===== src/rtl/mem_arbiter.sv =====
// Round-robin arbiter letting NUM_CH masters share one single-port synchronous SRAM.
// Define MEM_ARB_LOCK_EN to let a master lock the arbiter across several commands.
module mem_arbiter #(
  parameter int NUM_CH = 4,
  parameter int ADDR_W = 12,
  parameter int DATA_W = 16
) (
  input  logic                     clk_i,
  input  logic                     reset_ni,
  input  logic [NUM_CH-1:0]        req_i,
  input  logic [NUM_CH-1:0]        we_i,
  input  logic [NUM_CH*ADDR_W-1:0] addr_i,
  input  logic [NUM_CH*DATA_W-1:0] wdata_i,
  input  logic [NUM_CH-1:0]        lock_i,
  output logic [NUM_CH-1:0]        gnt_o,
  output logic [NUM_CH-1:0]        rvalid_o,
  output logic [DATA_W-1:0]        rdata_o,
  output logic [ADDR_W-1:0]        mem_addr_o,
  output logic                     mem_we_o,
  output logic [DATA_W-1:0]        mem_din_o,
  input  logic [DATA_W-1:0]        mem_dout_i
);

  localparam int                PTR_W    = $clog2(NUM_CH);
  localparam logic [PTR_W:0]    NUM_CH_W = (PTR_W+1)'(NUM_CH);
  localparam logic [PTR_W-1:0]  LAST_CH  = PTR_W'(NUM_CH - 1);

  logic [ADDR_W-1:0] addr_a  [NUM_CH];
  logic [DATA_W-1:0] wdata_a [NUM_CH];

  for (genvar g = 0; g < NUM_CH; g++) begin : g_unpack
    assign addr_a[g]  = addr_i[g*ADDR_W +: ADDR_W];
    assign wdata_a[g] = wdata_i[g*DATA_W +: DATA_W];
  end

  logic [NUM_CH-1:0] gnt_q,      gnt_d;
  logic [NUM_CH-1:0] rd_pend_q,  rd_pend_d;
  logic [ADDR_W-1:0] mem_addr_q, mem_addr_d;
  logic [DATA_W-1:0] mem_din_q,  mem_din_d;
  logic              mem_we_q,   mem_we_d;
  logic [PTR_W-1:0]  rr_ptr_q,   rr_ptr_d;

  logic [NUM_CH-1:0] elig;
  logic [PTR_W:0]    scan;
  logic              win_vld;
  logic [PTR_W-1:0]  win_idx;

`ifdef MEM_ARB_LOCK_EN
  logic             own_vld_q, own_vld_d;
  logic [PTR_W-1:0] own_q,     own_d;
`else
  logic unused_lock;
  assign unused_lock = ^lock_i;
`endif

  // A channel that is on the bus this cycle is masked so it cannot win twice in a row.
  always_comb begin
    // NOTE: every variable gets a default before any branch, so no latch is inferred.
    elig    = req_i & ~gnt_q;
`ifdef MEM_ARB_LOCK_EN
    if (own_vld_q) elig = elig & (NUM_CH'(1) << own_q);
`endif
    win_vld = 1'b0;
    win_idx = '0;
    scan    = '0;
    for (int off = 0; off < NUM_CH; off++) begin
      scan = {1'b0, rr_ptr_q} + (PTR_W+1)'(off);
      if (scan >= NUM_CH_W) scan = scan - NUM_CH_W;
      if (!win_vld && elig[scan[PTR_W-1:0]]) begin
        win_vld = 1'b1;
        win_idx = scan[PTR_W-1:0];
      end
    end
  end

  always_comb begin
    gnt_d      = '0;
    mem_we_d   = 1'b0;
    mem_addr_d = mem_addr_q;
    mem_din_d  = mem_din_q;
    rr_ptr_d   = rr_ptr_q;
    rd_pend_d  = gnt_q & ~{NUM_CH{mem_we_q}};
`ifdef MEM_ARB_LOCK_EN
    own_vld_d  = own_vld_q;
    own_d      = own_q;
    // An owner that lets its request lapse outside its grant cycle gives up the lock.
    if (own_vld_q && !req_i[own_q] && !gnt_q[own_q]) own_vld_d = 1'b0;
`endif
    if (win_vld) begin
      gnt_d[win_idx] = 1'b1;
      mem_we_d       = we_i[win_idx];
      mem_addr_d     = addr_a[win_idx];
      mem_din_d      = wdata_a[win_idx];
`ifdef MEM_ARB_LOCK_EN
      if (lock_i[win_idx]) begin
        own_vld_d = 1'b1;
        own_d     = win_idx;
      end else begin
        own_vld_d = 1'b0;
      end
      if (!own_vld_q) rr_ptr_d = (win_idx == LAST_CH) ? '0 : win_idx + 1'b1;
`else
      rr_ptr_d = (win_idx == LAST_CH) ? '0 : win_idx + 1'b1;
`endif
    end
  end

  always_ff @(posedge clk_i or negedge reset_ni) begin
    if (!reset_ni) begin
      gnt_q      <= '0;
      rd_pend_q  <= '0;
      mem_addr_q <= '0;
      mem_din_q  <= '0;
      mem_we_q   <= 1'b0;
      rr_ptr_q   <= '0;
`ifdef MEM_ARB_LOCK_EN
      own_vld_q  <= 1'b0;
      own_q      <= '0;
`endif
    end else begin
      // NOTE: state registers use non-blocking assignments so all of them update together.
      gnt_q      <= gnt_d;
      rd_pend_q  <= rd_pend_d;
      mem_addr_q <= mem_addr_d;
      mem_din_q  <= mem_din_d;
      mem_we_q   <= mem_we_d;
      rr_ptr_q   <= rr_ptr_d;
`ifdef MEM_ARB_LOCK_EN
      own_vld_q  <= own_vld_d;
      own_q      <= own_d;
`endif
    end
  end

  assign gnt_o      = gnt_q;
  assign rvalid_o   = rd_pend_q;
  assign rdata_o    = mem_dout_i;
  assign mem_addr_o = mem_addr_q;
  assign mem_we_o   = mem_we_q;
  assign mem_din_o  = mem_din_q;

endmodule


===== config.mk =====
export PLATFORM = sky130hd
export DESIGN_NAME = mem_arbiter
export DESIGN_NICKNAME = d
export VERILOG_FILES = /design/src/rtl/mem_arbiter.sv
export SDC_FILE = /design/constraint.sdc
export NUM_CORES = 1
export LEC_CHECK = 0
export BUFFER_PORTS_ARGS = -buffer_cell sky130_fd_sc_hd__buf_4
export CORE_MARGIN = 2
export CORE_UTILIZATION = 43
export DETAILED_ROUTE_END_ITERATION = 6
export GPL_TIMING_DRIVEN = 0
export PLACE_DENSITY = 0.92
export SLEW_MARGIN = 25
export SYNTH_ARGS = -nofsm -noshare
export SYNTH_HDL_FRONTEND = slang
export SYNTH_SLANG_ARGS = --single-unit
export TNS_END_PERCENT = 100

===== constraint.sdc =====
create_clock -name clk_i -period 3.21 [get_ports clk_i]
set_input_delay 0.642 -clock clk_i [delete_from_list [all_inputs] [get_ports clk_i]]
set_output_delay 0.642 -clock clk_i [all_outputs]
set_load 0.02 [all_outputs]

==> results of run 1 <==
[Yosys cell counts, types with 2 or more instances]
| library cell | number |
|---|---|
| buf_2 | 2 |
| a221oi_1 | 23 |
| a221oi_2 | 5 |
| dfrtp_1 | 39 |
| buf_4 | 17 |
| inv_1 | 4 |
| clkbuf_1 | 5 |
| buf_12 | 3 |
| nand2_1 | 3 |
| nor2b_1 | 4 |
| nor2_1 | 31 |
| buf_6 | 4 |
| mux2i_1 | 58 |
| ha_1 | 4 |
| o221ai_1 | 2 |
| and2_1 | 5 |
[sequential cells by signal (all words and copies together) (netlist names)]
register,flops
mem_addr_o,12
mem_din_o,16
rr_ptr_q,2
gnt_o,4
mem_we_o,1
rvalid_o,4
[cell families (layout without fill, tap and decap cells)]
kind of cell	Yosys count	in the layout	share of synthesized area
multiplexers	58	58	0.236
AND/OR/NAND/NOR	46	46	0.0883
flip-flops	39	39	0.396
AO/OA/AOI/OAI	38	38	0.148
buffers and inverters	35	216	0.112
adder cells (fa/ha/maj)	4	4	0.0203
[where the power goes]
part	internal (mW)	switching [mW]	total, mW
Clock	0.168	0.158	0.326
Combinational	1.08	1.17	2.25
Sequential	0.741	0.153	0.894
Total	1.99	1.48	3.47
[metrics by stage]
step	instance area (um2)	worst slack, ns
after floorplan	2460	1.16
after global placement	3860	0.814
after detailed placement	3860	0.759
after CTS	3950	1.04
after global routing	3950	0.877
final	3950	1.04
[final cells by class]
class,count,share of cell area
sequential,39,0.247
buffer,31,0.0662
timing repair buffer,174,0.331
multi-input combinational,146,0.307
clock inverter,1,0.00127
inverter,4,0.00380
tap,72,0.0228
clock buffer,6,0.0209
[how the worst max path moves through the flow]
stage                         from           to  cells after the start
after floorplan           req_i[3]  rr_ptr_q[1]                      7
after global placement    req_i[3]  rr_ptr_q[1]                      8
after detailed placement  req_i[3]  rr_ptr_q[1]                      8
after CTS                 req_i[3]  rr_ptr_q[1]                      8
after global routing      gnt_o[3]  rr_ptr_q[1]                      7
final                     req_i[3]  rr_ptr_q[1]                      8
[per-layer routing]
layer  wire length [um]  part of all wire  vias to the layer above  track usage
li1                   -                 -                     1155            -
met1               2630              0.35                     1172        0.251
met2               4260              0.56                      115        0.466
met3                620             0.082                        2       0.0622
met4                 26            0.0034                        0       0.0397
met5                  0                 0                        -            0
[worst max-delay path: cells and delay by family]
kind            cells  cell delay (ns)
compound gates      3             0.57
buf+inv             2             0.50
fa+ha+maj           1             0.32
simple gates        2             0.28
==> results.py, run 1 <==
metrics = {
    "timing": {
        "rsz0062_at_grt": "no",
        "finalHoldViolCount": 0,
        "fin_hold_ws_ns": 0.322,
        "finalMaxSlewViolations": 0,
        "max_freq_mhz": 460,
        "worst_pin_slew_ns": 0.620,
        "fin_crit_sh": 0.677,
        "slew_headroom": 0.587,
        "finalCriticalPeriod_ns": 2.17,
        "setup_viol": 0,
        "clock_skew_ns": 0.00357,
        "final.setup.tns_ns": 0,
    },
    "pwr": {
        "total_power_mw": 3.47,
        "ir_drop_mv": 0.438,
        "power.density_nw_per_um2": 878,
        "leakagePower_nw": 2.04,
    },
    "global_route": {
        "grt_max_degree": 40,
        "grt_usage": 0.236,
        "grt_pass1_wl_mm": 11.6,
        "antenna_found_initial": 0,
        "grt_pass1_vias": 2549,
        "overflow": 0,
    },
    "cts": {
        "tritoncts": "built",
        "cts.htree.levels": 2,
        "hold_buffers": 0,
        "post-cts-setup-buffers": 0,
        "clock_path_buffers": 2,
        "root_buffer": "clkbuf_8",
        "numCtsBuffers": 5,
        "clkSinkCount": 39,
        "path_clk_slew_ns": 0.07,
        "cts_resized": 0,
        "insertion_delay_ns": 0.28,
    },
    "layout": {
        "multi_input_area_um2": 1210,
        "n_antenna_cell": 0,
        "drive_above_1_share": 0.544,
        "area_growth_pct": 60.2,
        "fillers": 393,
        "final_common_cell": "buf_4",
        "fin_util": 0.717,
        "nets": 547,
        "fin_cells": 473,
        "register_area_um2": 976,
        "final_cell_mix": "191 x buf_4, 58 x mux2i_1, 39 x dfrtp_1",
    },
    "setup_path": {
        "timing.rr.start": "gnt_o[3]",
        "cp_slowest_cell": "clkbuf_1",
        "cp_max_fo": 11,
        "cp-start-kind": "primary input",
        "crit_arrival_ns": 2.32,
        "cp-end-kind": "register",
        "cp.required_ns": 3.36,
        "critPathMaxStageDelay_ns": 0.43,
        "critPathKind": "in -> reg",
        "rr_endpoint": "rr_ptr_q[1]",
        "rrSetupSlack_ns": 1.06,
        "path_cells": "buf_4 > nor2b_1 > o221ai_1 > a21oi_1 > clkbuf_1 > ha_1 > nand2_1 > o21ai_0",
        "r2r.worst_path.cells": 7,
    },
    "drt": {
        "drc_errors": 0,
        "first_iter_violations": 57,
        "avgRoutedWirePerCell_um": 15.9,
        "vias": 2444,
        "drtPass1Iterations": 4,
        "routed_wl_mm": 7.54,
        "drtAntennaViolNets": 0,
        "vias_per_cell": 5.17,
    },
    "floorplanning": {
        "die_h_um": 79.7,
        "initial_core_util": 0.448,
        "rows": 27,
        "die_w_um": 79.7,
        "die_area_um2": 6350,
        "io_pins": 195,
        "core-area_um2": 5510,
    },
    "synth": {
        "synthFlopType": "dfrtp_1",
        "syn-cell-area_um2": 2460,
        "synth_top_cell_by_area": "dfrtp_1",
        "yosysSeqAreaShare": 0.396,
        "synth_area_leaders": "dfrtp_1 40%, mux2i_1 24%, a221oi_1 8.2%, buf_4 5.2%, nor2_1 4.7%",
        "async_flop_share": 1.00,
        "ys_ff_latch": 39,
        "synth_cells": 220,
        "postSynthAreaPerCell_um2": 11.2,
        "yosysWarnings": 0,
        "synthDistinctLibCells": 27,
        "synth-edff-count": 0,
        "synth_top_area_share": 0.396,
        "postSynthNetCount": 366,
    },
    "placed_design": {
        "place_congestion": 0.747,
        "place.port_buffers": 174,
        "dp_hpwl_mm": 6.03,
        "placed_cells": 466,
    },
    "outcome": {
        "run_status": "complete, no violations",
    },
    "flow_run": {
        "max-cap-violations": 0,
    },
    "min_path": {
        "hold_class": "in -> async",
    },
}
Note: power is estimated with default switching activity, not from simulation.
==> inputs of run 2 (changes only) <==
Settings changed: ABC_AREA from default to 1, CORE_UTILIZATION 43 to 46, PLACE_DENSITY 0.92 to 0.87.
Clock period 3.21 ns to 2.05 ns, I/O delays scaled along.
==> run 2 against run 1 <==
Effect of this change: the flow now finishes with violations (negative setup slack); final cell count grew 82%; die area increased by 33%; total power grew to 3.2 times the previous value; global-route usage up 3.6 points; worst hold slack lost 0.25 ns; sequential cell count unchanged; non-clock buffer count grew 27; via count is 80% higher; first-iteration DRC count grew to 3.8 times the previous value; area after synthesis rose by 44%; sequential share of layout area fell by 6.3 points; critical path type is now reg -> reg; critical endpoint unchanged; largest cell class is now multi-input combinational cells; largest power group unchanged.
==> results.py, run 2 <==
metrics = {
    "synth": {
        "synth_common_cells": "191 x nand2_1, 124 x inv_1, 71 x nand3_1",
        "yosysSeqAreaShare": 0.275,
        "synth.most_common_cell": "nand2_1",
        "async_flop_share": 1.00,
        "ys_ff_latch": 39,
        "postSynthNetCount": 720,
        "synth_area_leaders": "dfrtp_1 27%, nand2_1 20%, inv_1 13%, nand4_1 10%, nand3_1 10%",
        "postSynthAreaPerCell_um2": 6.19,
        "synth_top_area_share": 0.275,
        "synthDistinctLibCells": 24,
        "synth_cells": 574,
        "synth_top_cell_by_area": "dfrtp_1",
        "yosysWarnings": 0,
        "synth-edff-count": 0,
        "synthFlopType": "dfrtp_1",
        "syn-cell-area_um2": 3550,
    },
    "layout": {
        "final_cell_mix": "201 x buf_4, 183 x nand2_1, 123 x inv_1",
        "n_antenna_cell": 0,
        "fin_util": 0.696,
        "multi_input_area_um2": 1810,
        "largest_reg_flops": 16,
        "register_area_um2": 976,
        "drive_above_1_share": 0.363,
        "final_common_cell": "buf_4",
        "nets": 905,
        "area_growth_pct": 48.9,
        "fillers": 658,
    },
    "cts": {
        "cts.htree.levels": 2,
        "insertion_delay_ns": 0.29,
        "path_clk_slew_ns": 0.08,
        "root_buffer": "clkbuf_8",
        "numCtsBuffers": 5,
        "clock_path_buffers": 2,
        "clkSinkCount": 39,
        "tritoncts": "built",
    },
    "timing": {
        "finalCriticalPeriod_ns": 2.06,
        "fin_hold_ws_ns": 0.0718,
        "rsz0062_at_grt": "yes",
        "clock_skew_ns": 0.00393,
        "slew_headroom": 0.660,
        "finalMaxSlewViolations": 0,
        "fin_crit_sh": 1.00,
        "worst_pin_slew_ns": 0.510,
        "finalHoldViolCount": 0,
        "final.setup.worst_slack_ns": -0.00713,
        "setup_viol": 1,
        "final.setup.tns_ns": -0.00713,
        "max_freq_mhz": 486,
    },
    "placed_design": {
        "place_congestion": 0.889,
        "dp_hpwl_mm": 8.80,
        "pre_cts_slack_ns": -0.0788,
        "place.port_buffers": 174,
    },
    "global_route": {
        "grt_pass1_vias": 4266,
        "grt_usage": 0.272,
        "grt_max_degree": 40,
        "antenna_found_initial": 0,
        "grt_pass1_wl_mm": 18.9,
        "overflow": 0,
    },
    "outcome": {
        "violations": "negative setup slack",
        "run_status": "finished with violations",
    },
    "setup_path": {
        "cp-start-kind": "register",
        "cp_max_fo": 11,
        "cp.required_ns": 2.22,
        "crit_arrival_ns": 2.22,
        "cp-end-kind": "register",
        "critPathKind": "reg -> reg",
    },
    "drt": {
        "drtAntennaViolNets": 0,
        "first_iter_violations": 218,
        "drtPass1Iterations": 6,
        "routed_wl_mm": 11.8,
        "drc_errors": 0,
        "vias": 4401,
        "avgRoutedWirePerCell_um": 13.7,
        "vias_per_cell": 5.11,
    },
    "floorplanning": {
        "initial_core_util": 0.467,
        "die_area_um2": 8450,
        "rows": 32,
        "die_w_um": 91.9,
        "core-area_um2": 7610,
        "io_pins": 195,
        "die_h_um": 91.9,
    },
    "pwr": {
        "total_power_mw": 11.0,
        "power.density_nw_per_um2": 2080,
        "leakagePower_nw": 3.26,
        "ir_drop_mv": 1.03,
    },
    "min_path": {
        "hold_class": "in -> async",
    },
    "flow_run": {
        "max-cap-violations": 0,
    },
}
run 2: stage by stage:
stage / cell area [um2] / std cells
2_1_floorplan: 3550 / 574
3_3_place_gp: 4990 / 850
3_5_place_dp: 4990 / 850
4_1_cts: 5130 / 859
5_1_grt: 5290 / 862
6_report: 5290 / 862
run 2: critical path: stages (launching register included):
cell     delay, ns
dfrtp_1       0.38
buf_6         0.15
nand3_1       0.16
nand3_1       0.14
nand2_4       0.15
nand3_1       0.09
nand2_1       0.11
nand2_1       0.08
o21ai_2       0.09
buf_6         0.18
ha_1          0.23
nand2_1       0.07
o21ai_0       0.09
run 2: path summary, 6_finish.rpt:
| kind | slack [ns] | cells past startpoint | start | endpoint |
|---|---|---|---|---|
| min in group clk_i | 0.48 | 5 | we_i[0] | mem_we_o |
| setup reg to reg | -0.007 | 12 | rr_ptr_q[0] | rr_ptr_q[1] |
| hold / removal | 0.07 | 1 | reset_ni | mem_addr_o[3] |
| max in group asynchronous | 1.61 | 1 | reset_ni | mem_din_o[0] |
| setup / recovery | -0.007 | 12 | rr_ptr_q[0] | rr_ptr_q[1] |
| hold reg to reg | 0.49 | 2 | mem_din_o[3] | mem_din_o[3] |
run 2: cell type report:
type	instances	area share
buffer	54	0.0785
clock buffer	6	0.0156
clock inverter	2	0.00662
inverter	128	0.0941
multi-input combinational	353	0.343
sequential	39	0.184
tap	102	0.0241
timing repair buffer	178	0.254
run 2: per-layer routing:
layer | vias up | GRT usage | wire [um]
li1 | 2128 | - | -
met1 | 1978 | 0.330 | 4550
met3 | 34 | 0.0403 | 994
met5 | - | 0 | 0
met2 | 261 | 0.490 | 5980
met4 | 0 | 0.0983 | 273
run 2: report_power, final:
group	leakage, nW	internal (mW)	switching [mW]
Clock	0.0612	0.394	0.279
Combinational	2.73	3.41	5.43
Sequential	0.472	1.25	0.228
run 2: cell families after synthesis:
logic type	share of synthesized area
AOI/OAI and AO/OA	0.0113
DFF	0.275
buffers and inverters	0.244
and+or+nand+nor	0.457
adders and majority gates	0.0141
run 2: repair_timing:
action / CTS / global route
hold buffers: 0 / 0
setup endpoints to repair: 1 / 34
endpoints found under the hold margin: 0 / 0
setup buffers: 1 / 3
pin swaps: 1 / 11
resized for setup: 5 / 41
